$ cat config.mk
export PLATFORM = sky130hd
export DESIGN_NAME = soc_bus_fabric
export DESIGN_NICKNAME = d
export VERILOG_FILES = /design/src/rtl/soc_bus_fabric.sv
export SDC_FILE = /design/constraint.sdc
export NUM_CORES = 1
export LEC_CHECK = 0
export BUFFER_PORTS_ARGS = -buffer_cell sky130_fd_sc_hd__clkbuf_2
export CAP_MARGIN = 20
export CORE_MARGIN = 5
export CORE_UTILIZATION = 41
export CTS_BUF_LIST = sky130_fd_sc_hd__clkbuf_16
export DETAILED_ROUTE_END_ITERATION = 10
export PLACE_DENSITY = 0.78
export SYNTH_ARGS = -nofsm -noshare
export SYNTH_HDL_FRONTEND = slang
export SYNTH_SLANG_ARGS = --single-unit
$ cat constraint.sdc
create_clock -name CLK1 -period 1.9 [get_ports CLK1]
set_input_delay 0.285 -clock CLK1 [delete_from_list [all_inputs] [get_ports CLK1]]
set_output_delay 0.285 -clock CLK1 [all_outputs]
set_load 0.02 [all_outputs]
$ cat src/rtl/soc_bus_fabric.sv
// soc_bus_fabric: address decoder, read-data mux, wait-state generator and IRQ
// aggregator sitting between the 65xx CPU core and RAM, ROM and NSLOT I/O slots.
//
// Build option: define BUS_WAIT_EN to implement the per-slot wait-state FSM
// (SLOT_WAIT). When undefined, cpu_rdy is tied high and SLOT_WAIT is ignored.
//
// Ports:
//   CLK1, reset_n          system clock, asynchronous active-low reset
//   cpu_ab/we_n/do/di      CPU address, write strobe (low = write), write/read data
//   cpu_rdy, cpu_irq_n     CPU ready, aggregated active-low IRQ (registered)
//   ext_irq_n              external unmaskable IRQ, active-low
//   ram_cs_n/ram_do        RAM select and read data
//   rom_do                 ROM read data
//   slot_cs_n/do/irq_n     per-slot select, read data (8 bits each), IRQ
//   pclk                   one-cycle peripheral clock-enable pulse every PCLK_DIV cycles
module soc_bus_fabric #(
  parameter int unsigned             NSLOT     = 4,
  parameter logic [3:0]              RAMPAGE   = 4'h0,
  parameter logic [3:0]              IOPAGE    = 4'hD,
  parameter int unsigned             WAIT_W    = 3,
  parameter logic [NSLOT*WAIT_W-1:0] SLOT_WAIT = '0,
  parameter int unsigned             PCLK_DIV  = 10
) (
  input  logic               CLK1,
  input  logic               reset_n,
  input  logic [15:0]        cpu_ab,
  input  logic               cpu_we_n,
  input  logic [7:0]         cpu_do,
  output logic [7:0]         cpu_di,
  output logic               cpu_rdy,
  output logic               cpu_irq_n,
  input  logic               ext_irq_n,
  output logic               ram_cs_n,
  input  logic [7:0]         ram_do,
  input  logic [7:0]         rom_do,
  output logic [NSLOT-1:0]   slot_cs_n,
  input  logic [8*NSLOT-1:0] slot_do,
  input  logic [NSLOT-1:0]   slot_irq_n,
  output logic               pclk
);

  typedef enum logic [2:0] {SrcRom, SrcRam, SrcSlot, SrcCtl, SrcUnmap} src_e;

  localparam logic [5:0]       CtlSub   = 6'h3F;
  localparam logic [5:0]       NSlotSub = 6'(NSLOT);
  localparam int unsigned      PcntW    = $clog2(PCLK_DIV);
  localparam logic [PcntW-1:0] PcntMax  = PcntW'(PCLK_DIV - 1);

  // ---------------------------------------------------------------------------
  // Address decode
  // ---------------------------------------------------------------------------
  logic [3:0] w_page;
  logic [5:0] w_sub;
  logic       w_is_ram, w_is_io, w_is_slot, w_is_ctl;
  src_e       w_src;
  logic       w_rdy;

  assign w_page    = cpu_ab[15:12];
  assign w_sub     = cpu_ab[11:6];
  assign w_is_ram  = (w_page == RAMPAGE);
  assign w_is_io   = !w_is_ram && (w_page == IOPAGE);
  assign w_is_slot = w_is_io && (w_sub < NSlotSub);
  assign w_is_ctl  = w_is_io && (w_sub == CtlSub);

  always_comb begin
    w_src = SrcRom;
    if (w_is_ram)       w_src = SrcRam;
    else if (w_is_slot) w_src = SrcSlot;
    else if (w_is_ctl)  w_src = SrcCtl;
    else if (w_is_io)   w_src = SrcUnmap;
  end

  assign ram_cs_n = ~w_is_ram;

  always_comb begin
    slot_cs_n = '1;
    for (int unsigned k = 0; k < NSLOT; k++) begin
      if (w_is_io && (w_sub == 6'(k))) slot_cs_n[k] = 1'b0;
    end
  end

  // ---------------------------------------------------------------------------
  // Wait-state FSM
  // ---------------------------------------------------------------------------
`ifdef BUS_WAIT_EN
  typedef enum logic [1:0] {StIdle, StWait, StDone} state_e;

  localparam logic [WAIT_W-1:0] WaitOne = WAIT_W'(1);
  localparam logic [WAIT_W-1:0] WaitTwo = WAIT_W'(2);

  state_e            r_state;
  logic [WAIT_W-1:0] r_cnt;
  logic [WAIT_W-1:0] w_n;
  logic              w_wait_req;

  always_comb begin
    w_n = '0;
    for (int unsigned k = 0; k < NSLOT; k++) begin
      if (w_sub == 6'(k)) w_n = SLOT_WAIT[k*WAIT_W +: WAIT_W];
    end
  end

  assign w_wait_req = w_is_slot && (w_n != '0);

  // The IDLE cycle of a waited access already counts as the first wait cycle,
  // so WAIT is entered with n-2 remaining.
  always_ff @(posedge CLK1 or negedge reset_n) begin
    if (!reset_n) begin
      r_state <= StIdle;
      r_cnt   <= '0;
    end else begin
      case (r_state)
        StIdle: begin
          if (w_wait_req) begin
            if (w_n == WaitOne) begin
              r_state <= StDone;
            end else begin
              r_state <= StWait;
              r_cnt   <= w_n - WaitTwo;
            end
          end
        end
        StWait: begin
          if (r_cnt == '0) r_state <= StDone;
          else             r_cnt   <= r_cnt - WaitOne;
        end
        StDone:  r_state <= StIdle;
        default: r_state <= StIdle;
      endcase
    end
  end

  // Forced high while in reset so an interrupted wait releases the CPU at once,
  // even if the waited address is still on the bus.
  always_comb begin
    w_rdy = 1'b1;
    if (reset_n) begin
      case (r_state)
        StIdle:  w_rdy = ~w_wait_req;
        StWait:  w_rdy = 1'b0;
        default: w_rdy = 1'b1;
      endcase
    end
  end
`else
  assign w_rdy = 1'b1;
`endif

  assign cpu_rdy = w_rdy;

  // ---------------------------------------------------------------------------
  // Registered read select, CTL registers, IRQ path
  // ---------------------------------------------------------------------------
  src_e             r_src;
  logic [2:0]       r_idx;
  logic             r_a0;
  logic [NSLOT-1:0] r_mask;
  logic [NSLOT-1:0] r_irq_sync;
  logic             r_irq_n;
  logic [PcntW-1:0] r_pcnt;

  // Select only advances when the CPU completes the cycle, so waited reads
  // pick up slot data after the DONE edge.
  always_ff @(posedge CLK1 or negedge reset_n) begin
    if (!reset_n) begin
      r_src <= SrcRom;
      r_idx <= '0;
      r_a0  <= 1'b0;
    end else if (w_rdy) begin
      r_src <= w_src;
      r_idx <= w_sub[2:0];
      r_a0  <= cpu_ab[0];
    end
  end

  always_ff @(posedge CLK1 or negedge reset_n) begin
    if (!reset_n) begin
      r_mask <= '1;
    end else if (w_is_ctl && cpu_ab[0] && !cpu_we_n && w_rdy) begin
      r_mask <= cpu_do[NSLOT-1:0];
    end
  end

  always_ff @(posedge CLK1 or negedge reset_n) begin
    if (!reset_n) begin
      r_irq_sync <= '0;
      r_irq_n    <= 1'b1;
    end else begin
      r_irq_sync <= ~slot_irq_n;
      r_irq_n    <= ext_irq_n & ~|(r_irq_sync & r_mask);
    end
  end

  assign cpu_irq_n = r_irq_n;

  always_ff @(posedge CLK1 or negedge reset_n) begin
    if (!reset_n)               r_pcnt <= '0;
    else if (r_pcnt == PcntMax) r_pcnt <= '0;
    else                        r_pcnt <= r_pcnt + PcntW'(1);
  end

  assign pclk = (r_pcnt == PcntMax);

  always_comb begin
    cpu_di = 8'hFF;
    case (r_src)
      SrcRam: cpu_di = ram_do;
      SrcRom: cpu_di = rom_do;
      SrcSlot: begin
        for (int unsigned k = 0; k < NSLOT; k++) begin
          if (r_idx == 3'(k)) cpu_di = slot_do[8*k +: 8];
        end
      end
      SrcCtl:  cpu_di = r_a0 ? 8'(r_mask) : 8'(r_irq_sync);
      default: cpu_di = 8'hFF;
    endcase
  end

  // Address bits inside a slot subpage and upper write-data bits are not decoded here.
  logic w_unused;
  assign w_unused = ^{cpu_ab[5:1], cpu_do};

endmodule

==> results of run 1 <==
layout make-up:
cell class | instances | area, sq um | share of cell area
multi-input combinational | 101 | 830 | 0.395
inverter | 6 | 22.5 | 0.0107
timing repair buffer | 95 | 582 | 0.277
clock buffer | 3 | 75.1 | 0.0357
clock inverter | 1 | 30.0 | 0.0143
tap | 44 | 55.1 | 0.0262
sequential | 20 | 508 | 0.242
cells in the mapped netlist, drive strengths merged (5+ instances only):
library cell,instances
nor2b,5
buf,7
nand3b,6
inv,6
dfrtp,15
dfstp,5
nor2,11
nand2,5
mux2i,20
state kept, by name, summed over array words and instances (netlist names):
name,flops
cpu_irq_n,1
r_a0,1
r_src,3
r_idx,3
r_pcnt,4
r_irq_sync,4
r_mask,4
routing by layer:
metal,track usage,part of all wire,vias up
met5,0,0,-
met4,0.0506,0.0047,0
met3,0.0483,0.093,2
met2,0.291,0.51,62
met1,0.190,0.40,654
li1,-,-,687
power by group through the flow:
stage                     Combinational (mW)  Sequential [mW]  Clock, mW
after floorplan                        0.109            0.452          0
after global placement                 0.221            0.455          0
after detailed placement               0.224            0.455          0
after CTS                              0.233            0.449      0.569
after global routing                   0.285            0.451      0.589
final                                  0.262            0.450      0.561
cell families after synthesis:
group,Yosys count
XOR/XNOR,1
buffers and inverters,15
multiplexers,24
AND/OR/NAND/NOR,47
other,1
flip-flops,20
AO/OA/AOI/OAI,28
worst register-to-register path: stages (launching register included):
cell	delay, ns
dfrtp_1	0.40
inv_1	0.09
a21o_1	0.16
a22o_1	0.21
worst paths after layout:
kind / start / cells after the start / endpoint / slack, ns
worst max-delay path: r_idx[1] / 5 / cpu_di[5] / -0.05
worst min-delay path: cpu_ab[0] / 1 / r_a0 / 0.17
worst max register to register: r_pcnt[0] / 3 / r_pcnt[3] / 0.93
worst min register to register: r_pcnt[2] / 1 / r_pcnt[2] / 0.51
max in group asynchronous: reset_n / 2 / r_idx[1] / 1.03
min in group asynchronous: reset_n / 2 / r_irq_sync[3] / 0.52
repair_timing:
| action | CTS | global route |
|---|---|---|
| gates resized for setup | 7 | 22 |
| endpoints found under the hold margin | 15 | 0 |
| setup endpoints to repair | 8 | 8 |
| hold buffers | 1 | 0 |
| pin swaps | 0 | 4 |
| setup buffers | 0 | 2 |
| cloned | 0 | 1 |
stage by stage:
| step | utilization | TNS [ns] | cell area (sq um) |
|---|---|---|---|
| 3_3_place_gp | 0.594 | 0 | 1840 |
| 5_1_grt | 0.677 | -0.578 | 2100 |
| 2_1_floorplan | - | 0 | 1350 |
| 4_1_cts | 0.643 | -0.0647 | 1990 |
| 3_5_place_dp | 0.594 | 0 | 1840 |
| 6_report | 0.677 | -0.210 | 2100 |
==> metrics.md, run 1 <==
| Metric | Value |
|---|---|
| Leakage | ~1.1 nW |
| Area Growth Syn to Fin | 55.7% |
| Number of enable flip-flop cells after synthesis | 0 |
| Synth cell types | 37 |
| Final Hold Fails | 0 |
| Ys flop type | dfrtp_1 |
| Worst path required time | about 1.6 ns |
| Fmax | 0.513 GHz |
| Fin Clk Skew | around 0.0037 ns |
| Tcrit/Tclk final | 1.03 |
| Seq/Total Area, Yosys | 0.375 |
| Post-synthesis xor/xnor area fraction | 0.00649 |
| Hold_ws | 0.167 ns |
| Via Count | 1405 |
| Die width | 67.4 microns |
| Syn_nets | 216 |
| Ordered cell list for the critical path | buf_12 -> mux2i_1 -> a22oi_1 -> a311o_1 -> buf_6 |
| ANT cells | 0 |
| Mux contribution to synthesized area | 0.182 |
| Routed Antenna Nets | 0 |
| Top post-synthesis cells by area | dfrtp_1 (28%), mux2i_1 (15%), dfstp_2 (9.7%) |
| Avg Synthesized Cell Area | between 9 and 10 sq um |
| Peak supply drop | 514 uV |
| DR DRC count | 0 |
| Placer's final routability congestion estimate | 0.766 |
| Clock Path Buffers | 2 |
| Max FO, Critical Path | 12 |
| Hpwl dp | 3120 microns |
| Num ports | 96 |
| Power share of the clock group | 0.441 |
| Worst Path Buf+Inv | 2 |
| Pre-CTS WS | ~0.13 ns |
| Share of cells above drive strength 1 | 0.540 |
| Setup Viol. Count Final | 7 |
| Via density | 5.20 |
| Ys async rst share | 1.00 |
| Top delay family on crit path | compound AO/OA/AOI/OAI gates |
| Slowest CP cell | dfrtp_2 |
| Largest family of logic cells by synthesized area | simple AND/OR/NAND/NOR gates |
| Crit path time final | roughly 1.9 ns |
| Status | complete, but fails checks |
| Worst min path class | input port to register |
| Logic pwr share | 0.206 |
| WL final | a little over 4000 microns |
| Initial core utilization | 0.435 |
| TritonCTS clock tree | done |
| Seq cells post-synth | 20 |
| Critical Path End Type | output port |
| Synth Area in Compound Gates | 0.160 |
| Post-Synth Adder-Cell Area | 0 |
| Placed Instances | approximately 260 |
| Post-route insts no fill | 270 |
| Post-Synth Simple-Gate Area | 0.223 |
| Startpoint Class | register |
| Synth area leader | dfrtp_1 |
| Root Buffer | clkbuf_16 |
| Die height | 67.4 microns |
| IO Port Bufs | 85 |
| Net Switching | 0.276 mW |
| Mapped cell area | 1350 sq um |
| Pint | 0.997 mW |
| Post-DR wirelength/cell | 15.0 microns |
| Commonest non-fill, non-tap cell in the layout | clkbuf_2 |
| Initial antenna violation count | 0 |
| Drt initial violations | 56 |
| Yosys Warn Count | 0 |
| Htree depth | 1 |
| Number of global-route vias before repair | 1364 |
| Yosys top cell area share | 0.278 |
| Nets | 307 |
| GRT Total Usage | 0.164 |
| Commonest cells after routing, fill and taps aside | clkbuf_2 (79), mux2i_1 (17), dfrtp_1 (14), nor2_1 (9) |
| Final Max Slew Viols | 0 |
| Critical path class | register to output port |
| Clock buffer count from CTS | 3 |
| Final worst-path setup slack | -0.0485 ns |
| CTS sink count | 20 |
| Max_cap viols | 0 |
| Clock Latency Late Sink | 0.25 ns |
| Switching Share | 0.217 |
| First-pass GRT wire length | 5760 microns |
| PwrDens | roughly 610 nW/um^2 |
| Crit path arrival time | 1.66 ns |
| # fillers | around 280 |
| Critical Path Max Stage Delay | 0.41 ns |
| Reg power frac | 0.353 |
| Row count | 20 |
| RSZ-0062 raised after global routing | true |
| Die Footprint | 4540 sq um |
| Pwr Total | 1.27 mW |
| Pin count of the biggest net entering global routing | 25 |
| Drt first pass iters | 4 |
| Core footprint | 3100 sq um |
| Cell count after synthesis | 136 |
| Clock Pin Slew Worst Setup and Hold Paths | 0.05 ns |
| Failing checks | setup timing |
| Grt ovf | 0 |
Power figures use the tool's default switching activity.
==> inputs of run 2 (changes only) <==
Settings changed: ABC_AREA from default to 1, CORE_UTILIZATION 41 to 43, GPL_ROUTABILITY_DRIVEN from default to 0.
==> run 2 against run 1 <==
Net effect: the run now ends clean; setup slack improved by 0.21 ns; cell count increased by 39%; sequential share of layout area decreased by 0.055 points; critical path type unchanged.
==> metrics.md, run 2 <==
| Metric | Value |
|---|---|
| Initial antenna violation count | 0 (unchanged) |
| CTS sink count | 20 (unchanged) |
| Worst Hold Launch | cpu_ab[0] (unchanged) |
| Yosys Warn Count | 0 (unchanged) |
| WL final | 4000 microns (was 4050 microns) |
| TritonCTS clock tree | done (unchanged) |
| First-pass GRT wire length | 6920 microns (was 5760 microns) |
| Final Cell Area | 2110 sq um (was 2100 sq um) |
| Initial core utilization | 0.451 (was 0.435) |
| Seq/Total Area, Yosys | 0.329 (was 0.375) |
| Reg area | 509 sq um (was 508 sq um) |
| Post-route insts no fill | 376 (was 270) |
| Footprint of the multi-input gates | 822 sq um (was 830 sq um) |
| Setup Viol. Count Final | 0 (was 7) |
| Post-DR wirelength/cell | 10.6 microns (was 15.0 microns) |
| Final setup TNS | 0 ns (was -0.210 ns) |
| Max FO, Critical Path | 12 (unchanged) |
| DR DRC count | 0 (unchanged) |
| Grt ovf | 0 (unchanged) |
| Yosys top cell area share | 0.244 (was 0.278) |
| Final worst-path setup slack | 0.163 ns (was -0.0485 ns) |
| Worst path required time | 1.62 ns (about the same) |
| Die Footprint | 4880 sq um (was 4540 sq um) |
| Max_cap viols | 0 (unchanged) |
| IO Port Bufs | 85 (unchanged) |
| Crit path time final | 1.74 ns (was 1.95 ns) |
| Seq cells post-synth | 20 (unchanged) |
| Cell count after synthesis | 242 (was 136) |
| Die height | 69.9 microns (was 67.4 microns) |
| RSZ-0062 raised after global routing | false (was true) |
| Worst min path class | input port to register (unchanged) |
| Hpwl dp | 3290 microns (was 3120 microns) |
| GRT Total Usage | 0.167 (was 0.164) |
| Htree depth | 1 (unchanged) |
| Nets | 411 (was 307) |
| Critical path class | register to output port (unchanged) |
| Avg Synthesized Cell Area | 6.37 sq um (was 9.93 sq um) |
| Die width | 69.9 microns (was 67.4 microns) |
| Reg-to-reg startpoint | r_pcnt[1] (was r_pcnt[0]) |
| Area Growth Syn to Fin | 37.0% (was 55.7%) |
| Synth area leader | dfrtp_1 (unchanged) |
| Critical Path End Type | output port (unchanged) |
| Top post-synthesis cells by area | dfrtp_1 (24%), nand2_1 (18%), nand3_1 (10%) (was dfrtp_1 (28%), mux2i_1 (15%), dfstp_2 (9.7%)) |
| Fin Clk Skew | 0.00249 ns (was 0.00368 ns) |
| Drt first pass iters | 4 (unchanged) |
| Hold_ws | 0.163 ns (was 0.167 ns) |
| ANT cells | 0 (unchanged) |
| Commonest cells after routing, fill and taps aside | clkbuf_2 (85), nand2_1 (74), inv_1 (41), nand3_1 (31), nor2_1 (16) (was clkbuf_2 (79), mux2i_1 (17), dfrtp_1 (14), nor2_1 (9)) |
| Leakage | 1.25 nW (was 1.05 nW) |
| Commonest non-fill, non-tap cell in the layout | clkbuf_2 (unchanged) |
| Dpl cell area | 1990 sq um (was 1840 sq um) |
| Clock Pin Slew Worst Setup and Hold Paths | 0.05 ns (about the same) |
| Top Registers | r_irq_sync x4, r_mask x4, r_pcnt x4 (unchanged) |
| Routed Antenna Nets | 0 (unchanged) |
| Startpoint Class | register (unchanged) |
| Critical path origin | r_idx[1] (unchanged) |
| Reg-to-reg setup timing slack | 0.96 ns (was 0.93 ns) |
| Number of enable flip-flop cells after synthesis | 0 (unchanged) |
| Clock Latency Late Sink | 0.25 ns (about the same) |
| Pre-CTS WS | 0.321 ns (was 0.126 ns) |
| Final Max Slew Viols | 0 (unchanged) |
| Clock buffer count from CTS | 3 (unchanged) |
| # fillers | 356 (was 278) |
| Crit path arrival time | 1.45 ns (was 1.66 ns) |
| Pin count of the biggest net entering global routing | 21 (was 25) |
| Synth cell count leaders | nand2_1 (74), inv_1 (40), nand3_1 (31), nor2_1 (16), dfrtp_1 (15) (was mux2i_1 (20), dfrtp_1 (15), nor2_1 (11)) |
| Via Count | 1732 (was 1405) |
| Via density | 4.61 (was 5.20) |
| Mapped cell area | 1540 sq um (was 1350 sq um) |
| Tcrit/Tclk final | 0.914 (was 1.03) |
| Number of global-route vias before repair | 1625 (was 1364) |
| Num ports | 96 (unchanged) |
| Syn_nets | 322 (was 216) |
| Final Hold Fails | 0 (unchanged) |
| Top-count cell post-synth | nand2_1 (was mux2i_1) |
| Peak supply drop | 446 uV (was 514 uV) |
| Ys async rst share | 1.00 (unchanged) |
| Clock Path Buffers | 2 (unchanged) |
| Drt initial violations | 78 (was 56) |
| Core footprint | 3420 sq um (was 3100 sq um) |
| Ys flop type | dfrtp_1 (unchanged) |
| Row count | 21 (was 20) |
| Synth cell types | 25 (was 37) |
| Fmax | 0.576 GHz (was 0.513 GHz) |
| PwrDens | 531 nW/um^2 (was 606 nW/um^2) |
| Status | completed (was complete, but fails checks) |
| Root Buffer | clkbuf_16 (unchanged) |
| Share of cells above drive strength 1 | 0.336 (was 0.540) |
| Placed Instances | 369 (was 262) |
[run 2: cell count changes after synthesis, moves of 6 or more]
cell | previous run | this run
o211ai_1 | 0 | 8
nand2_1 | 5 | 74
a21oi_1 | 1 | 12
inv_1 | 6 | 40
nand3_1 | 2 | 31
mux2i_1 | 20 | 0
nand3b_1 | 6 | 0
o21ai_1 | 0 | 8
[run 2: what timing repair did]
action / in CTS / in global routing
buffers inserted: 0 / 2
gates resized for setup: 0 / 3
endpoints found under the setup margin: 0 / 8
hold buffers: 1 / 0
hold endpoints to repair: 15 / 0
[run 2: cell type report]
cell class | instances | share of cell area
Tap cell | 46 | 0.0273
Sequential cell | 20 | 0.241
Clock buffer | 3 | 0.0355
Clock inverter | 1 | 0.00178
Inverter | 44 | 0.0788
Multi-Input combinational cell | 172 | 0.389
Timing Repair Buffer | 90 | 0.226
[run 2: final timing paths]
check / to / cells after the start
max: cpu_di[0] / 7
min: r_a0 / 1
max reg2reg: r_pcnt[3] / 4
min reg2reg: cpu_irq_n / 1
max in group asynchronous: r_src[0] / 2
min in group asynchronous: r_irq_sync[3] / 2
[run 2: worst max-delay path, stage by stage (launching register included)]
cell      delay, ns
dfrtp_1        0.45
buf_4          0.21
o21ai_1        0.13
nand2_1        0.07
nand2_1        0.07
nand2_1        0.05
nand2_1        0.06
clkbuf_2       0.16
[run 2: power breakdown]
| part | switching, mW | total [mW] | internal (mW) |
|---|---|---|---|
| clock | 0.141 | 0.421 | 0.280 |
| combinational | 0.133 | 0.245 | 0.113 |
| sequential | 0.0146 | 0.455 | 0.440 |
[run 2: stage by stage]
stage / power [mW] / util
floorplan: 0.588 / -
global placement: 0.699 / 0.581
detailed placement: 0.701 / 0.581
CTS: 1.13 / 0.607
global route: 1.18 / 0.618
finish: 1.12 / 0.618
[run 2: kinds of logic after synthesis]
kind of cell,Yosys count,share of synthesized area
flip-flops,20,0.329
buffers and inverters,50,0.143
AND/OR/NAND/NOR,136,0.395
other,1,0.00243
XOR/XNOR,1,0.00568
AO/OA/AOI/OAI,34,0.125
[run 2: metal layers]
metal  up-vias  track usage  share of wire
li1        940            -              -
met4         0       0.0511          0.012
met2        67        0.279           0.44
met1       720        0.219           0.45
met5         -            0              0
met3         5       0.0301          0.090
==> inputs of run 3 (changes only) <==
Settings changed: CORE_UTILIZATION 43 to 39, PLACE_DENSITY 0.78 to 0.75.
Clock period 1.9 ns to 1.55 ns, I/O delays scaled along.
==> run 3 against run 2 <==
Net effect: cell count rose by 2.9%; first-iteration DRC count rose by 50%; non-clock buffer count rose by 9; register-to-register slack got worse by 0.35 ns; the run now ends with setup timing left; largest cell class unchanged; design area rose by 9.8%; setup slack got worse by 0.30 ns; total power rose by 28%; die area rose by 8.8%.
==> metrics.md, run 3 (synthesis gave the netlist of run 2 again) <==
| Metric | Value |
|---|---|
| Status | complete, but fails checks (was completed) |
| Failing checks | setup timing |
| GRT Total Usage | 0.150 (was 0.167) |
| Placed Instances | 376 (was 369) |
| CTS sink count | 20 (unchanged) |
| Post-route insts no fill | 387 (was 376) |
| Reg-to-reg setup timing slack | 0.61 ns (was 0.96 ns) |
| Clock Latency Late Sink | 0.25 ns (about the same) |
| Top Registers | r_irq_sync x4, r_mask x4, r_pcnt x4 (unchanged) |
| Crit path time final | 1.69 ns |
| Clock buffer count from CTS | 3 (unchanged) |
| Max_cap viols | 0 (unchanged) |
| Top delay family on crit path | flip-flops (unchanged) |
| Leakage | 1.31 nW (was 1.25 nW) |
| Number of global-route vias before repair | 1538 (was 1625) |
| Fin Clk Skew | 0.000262 ns (was 0.00249 ns) |
| Initial core utilization | 0.412 (was 0.451) |
| Commonest cells after routing, fill and taps aside | clkbuf_2 (78), nand2_1 (70), inv_1 (38), nand3_1 (22), nor2_1 (16) (was clkbuf_2 (85), nand2_1 (74), inv_1 (41), nand3_1 (31), nor2_1 (16)) |
| Hold_ws | 0.102 ns (was 0.163 ns) |
| Tcrit/Tclk final | 1.09 |
| Hpwl dp | 3300 microns (was 3290 microns) |
| Final worst-path setup slack | -0.140 ns (was 0.163 ns) |
| Commonest non-fill, non-tap cell in the layout | clkbuf_2 (unchanged) |
| Max FO, Critical Path | 3 (was 12) |
| WL final | 4110 microns (was 4000 microns) |
| Die width | 72.9 microns (was 69.9 microns) |
| DR DRC count | 0 (unchanged) |
| Slowest CP cell | dfrtp_2 (was dfrtp_1) |
| Final Max Slew Viols | 0 (unchanged) |
| Critical Path Max Stage Delay | 0.46 ns (was 0.45 ns) |
| Worst Path Buf+Inv | 2 (unchanged) |
| Setup Viol. Count Final | 8 (was 0) |
| Via Count | 1807 (was 1732) |
| Core footprint | 3740 sq um (was 3420 sq um) |
| Die Footprint | 5310 sq um (was 4880 sq um) |
| Grt ovf | 0 (unchanged) |
| RSZ-0062 raised after global routing | true (was false) |
| Post-DR wirelength/cell | 10.6 microns (about the same) |
| Peak supply drop | 545 uV (was 446 uV) |
| Area Growth Syn to Fin | 50.5% (was 37.0%) |
| Fmax | just under 0.6 GHz |
| Root Buffer | clkbuf_16 (unchanged) |
| Startpoint Class | register (unchanged) |
| ANT cells | 0 (unchanged) |
| Pre-CTS WS | 0.0788 ns (was 0.321 ns) |
| Via density | 4.67 (was 4.61) |
| IO Port Bufs | 85 (unchanged) |
| Crit path arrival time | 1.46 ns (was 1.45 ns) |
| Critical path class | register to output port (unchanged) |
| Cell mode on critical path | nand2_2 (was nand2_1) |
| Critical Path End Type | output port (unchanged) |
| Clock Path Buffers | 2 (unchanged) |
| Num ports | 96 (unchanged) |
| Final setup TNS | -0.952 ns (was 0 ns) |
| Pin count of the biggest net entering global routing | 21 (unchanged) |
| TritonCTS clock tree | done (unchanged) |
| Routed Antenna Nets | 0 (unchanged) |
| Row count | 22 (was 21) |
| Share of cells above drive strength 1 | 0.404 (was 0.336) |
| Final Hold Fails | 0 (unchanged) |
| Initial antenna violation count | 0 (unchanged) |
| Drt first pass iters | 4 (unchanged) |
| # fillers | 353 (was 356) |
| PwrDens | 617 nW/um^2 (was 531 nW/um^2) |
| First-pass GRT wire length | 6370 microns (was 6920 microns) |
| Worst path required time | 1.32 ns (was 1.62 ns) |
| Drt initial violations | 117 (was 78) |
| Die height | 72.9 microns (was 69.9 microns) |
| Nets | 420 (was 411) |
| Htree depth | 1 (unchanged) |
| Pwr Total | 1.43 mW (was 1.12 mW) |
| Clock Pin Slew Worst Setup and Hold Paths | 0.05 ns (about the same) |
| Ordered cell list for the critical path | nor2_4 -> buf_4 -> nand3_2 -> nand2_2 -> nand2_2 -> nand2_2 -> nand2_1 -> clkbuf_8 (was buf_4 -> o21ai_1 -> nand2_1 -> nand2_1 -> nand2_1 -> nand2_1 -> clkbuf_2) |
| Worst min path class | input port to register (unchanged) |
==> run 3: cell count changes in the layout (fill, tap and decap cells not counted), moves of 2 or more <==
cell / before / now
nand3_1: 31 / 22
nand3_2: 0 / 9
clkbuf_2: 85 / 78
buf_4: 3 / 9
clkbuf_8: 0 / 4
nand2_1: 74 / 70
nand2_2: 1 / 5
inv_1: 41 / 38
buf_12: 1 / 3
buf_2: 0 / 2
buf_6: 0 / 2
==> run 3: repair_timing <==
action	4_1_cts	5_1_grt
endpoints found under the setup margin	8	8
hold endpoints to repair	15	0
hold buffers	1	0
gates resized for setup	14	21
pin swaps	6	6
setup buffers	3	3
==> run 3: path summary, 6_finish.rpt <==
path,start,to,cells past startpoint
min reg2reg,r_irq_sync[3],cpu_irq_n,1
min,cpu_ab[0],r_a0,1
max in group asynchronous,reset_n,r_idx[1],2
max reg2reg,r_pcnt[0],r_pcnt[3],4
min in group asynchronous,reset_n,r_irq_sync[2],2
max,r_idx[2],cpu_di[3],8
==> run 3: metrics by stage <==
| step | cell area [sq um] | utilization |
|---|---|---|
| global route | 2320 | 0.620 |
| floorplan | 1540 | - |
| finish | 2320 | 0.620 |
| detailed placement | 2030 | 0.541 |
| global placement | 2030 | 0.541 |
| CTS | 2200 | 0.589 |
==> run 3: final cells by class <==
type | count | area [sq um] | area share
tap | 48 | 60.1 | 0.0259
multi-input combinational | 172 | 882 | 0.380
timing repair buffer | 99 | 616 | 0.265
inverter | 44 | 173 | 0.0744
sequential | 20 | 510 | 0.220
clock buffer | 3 | 75.1 | 0.0324
clock inverter | 1 | 3.75 | 0.00162
==> run 3: worst register-to-register path, delay by kind of cell (launching register included) <==
kind / cells / cell delay (ns)
xor+xnor: 1 / 0.14
flops: 1 / 0.41
simple gates: 3 / 0.27
==> run 3: where the power goes <==
part | leakage, nW | switching (mW) | internal (mW)
logic | 1.04 | 0.183 | 0.179
clock network | 0.0385 | 0.171 | 0.343
registers | 0.230 | 0.0156 | 0.540
total | 1.31 | 0.369 | 1.06
==> run 3: per-layer routing <==
metal / global-route usage / part of all wire / wire, microns
met1: 0.197 / 0.44 / 1790
met2: 0.242 / 0.44 / 1800
met3: 0.0234 / 0.11 / 459
met4: 0.0615 / 0.013 / 55
met5: 0 / 0 / 0
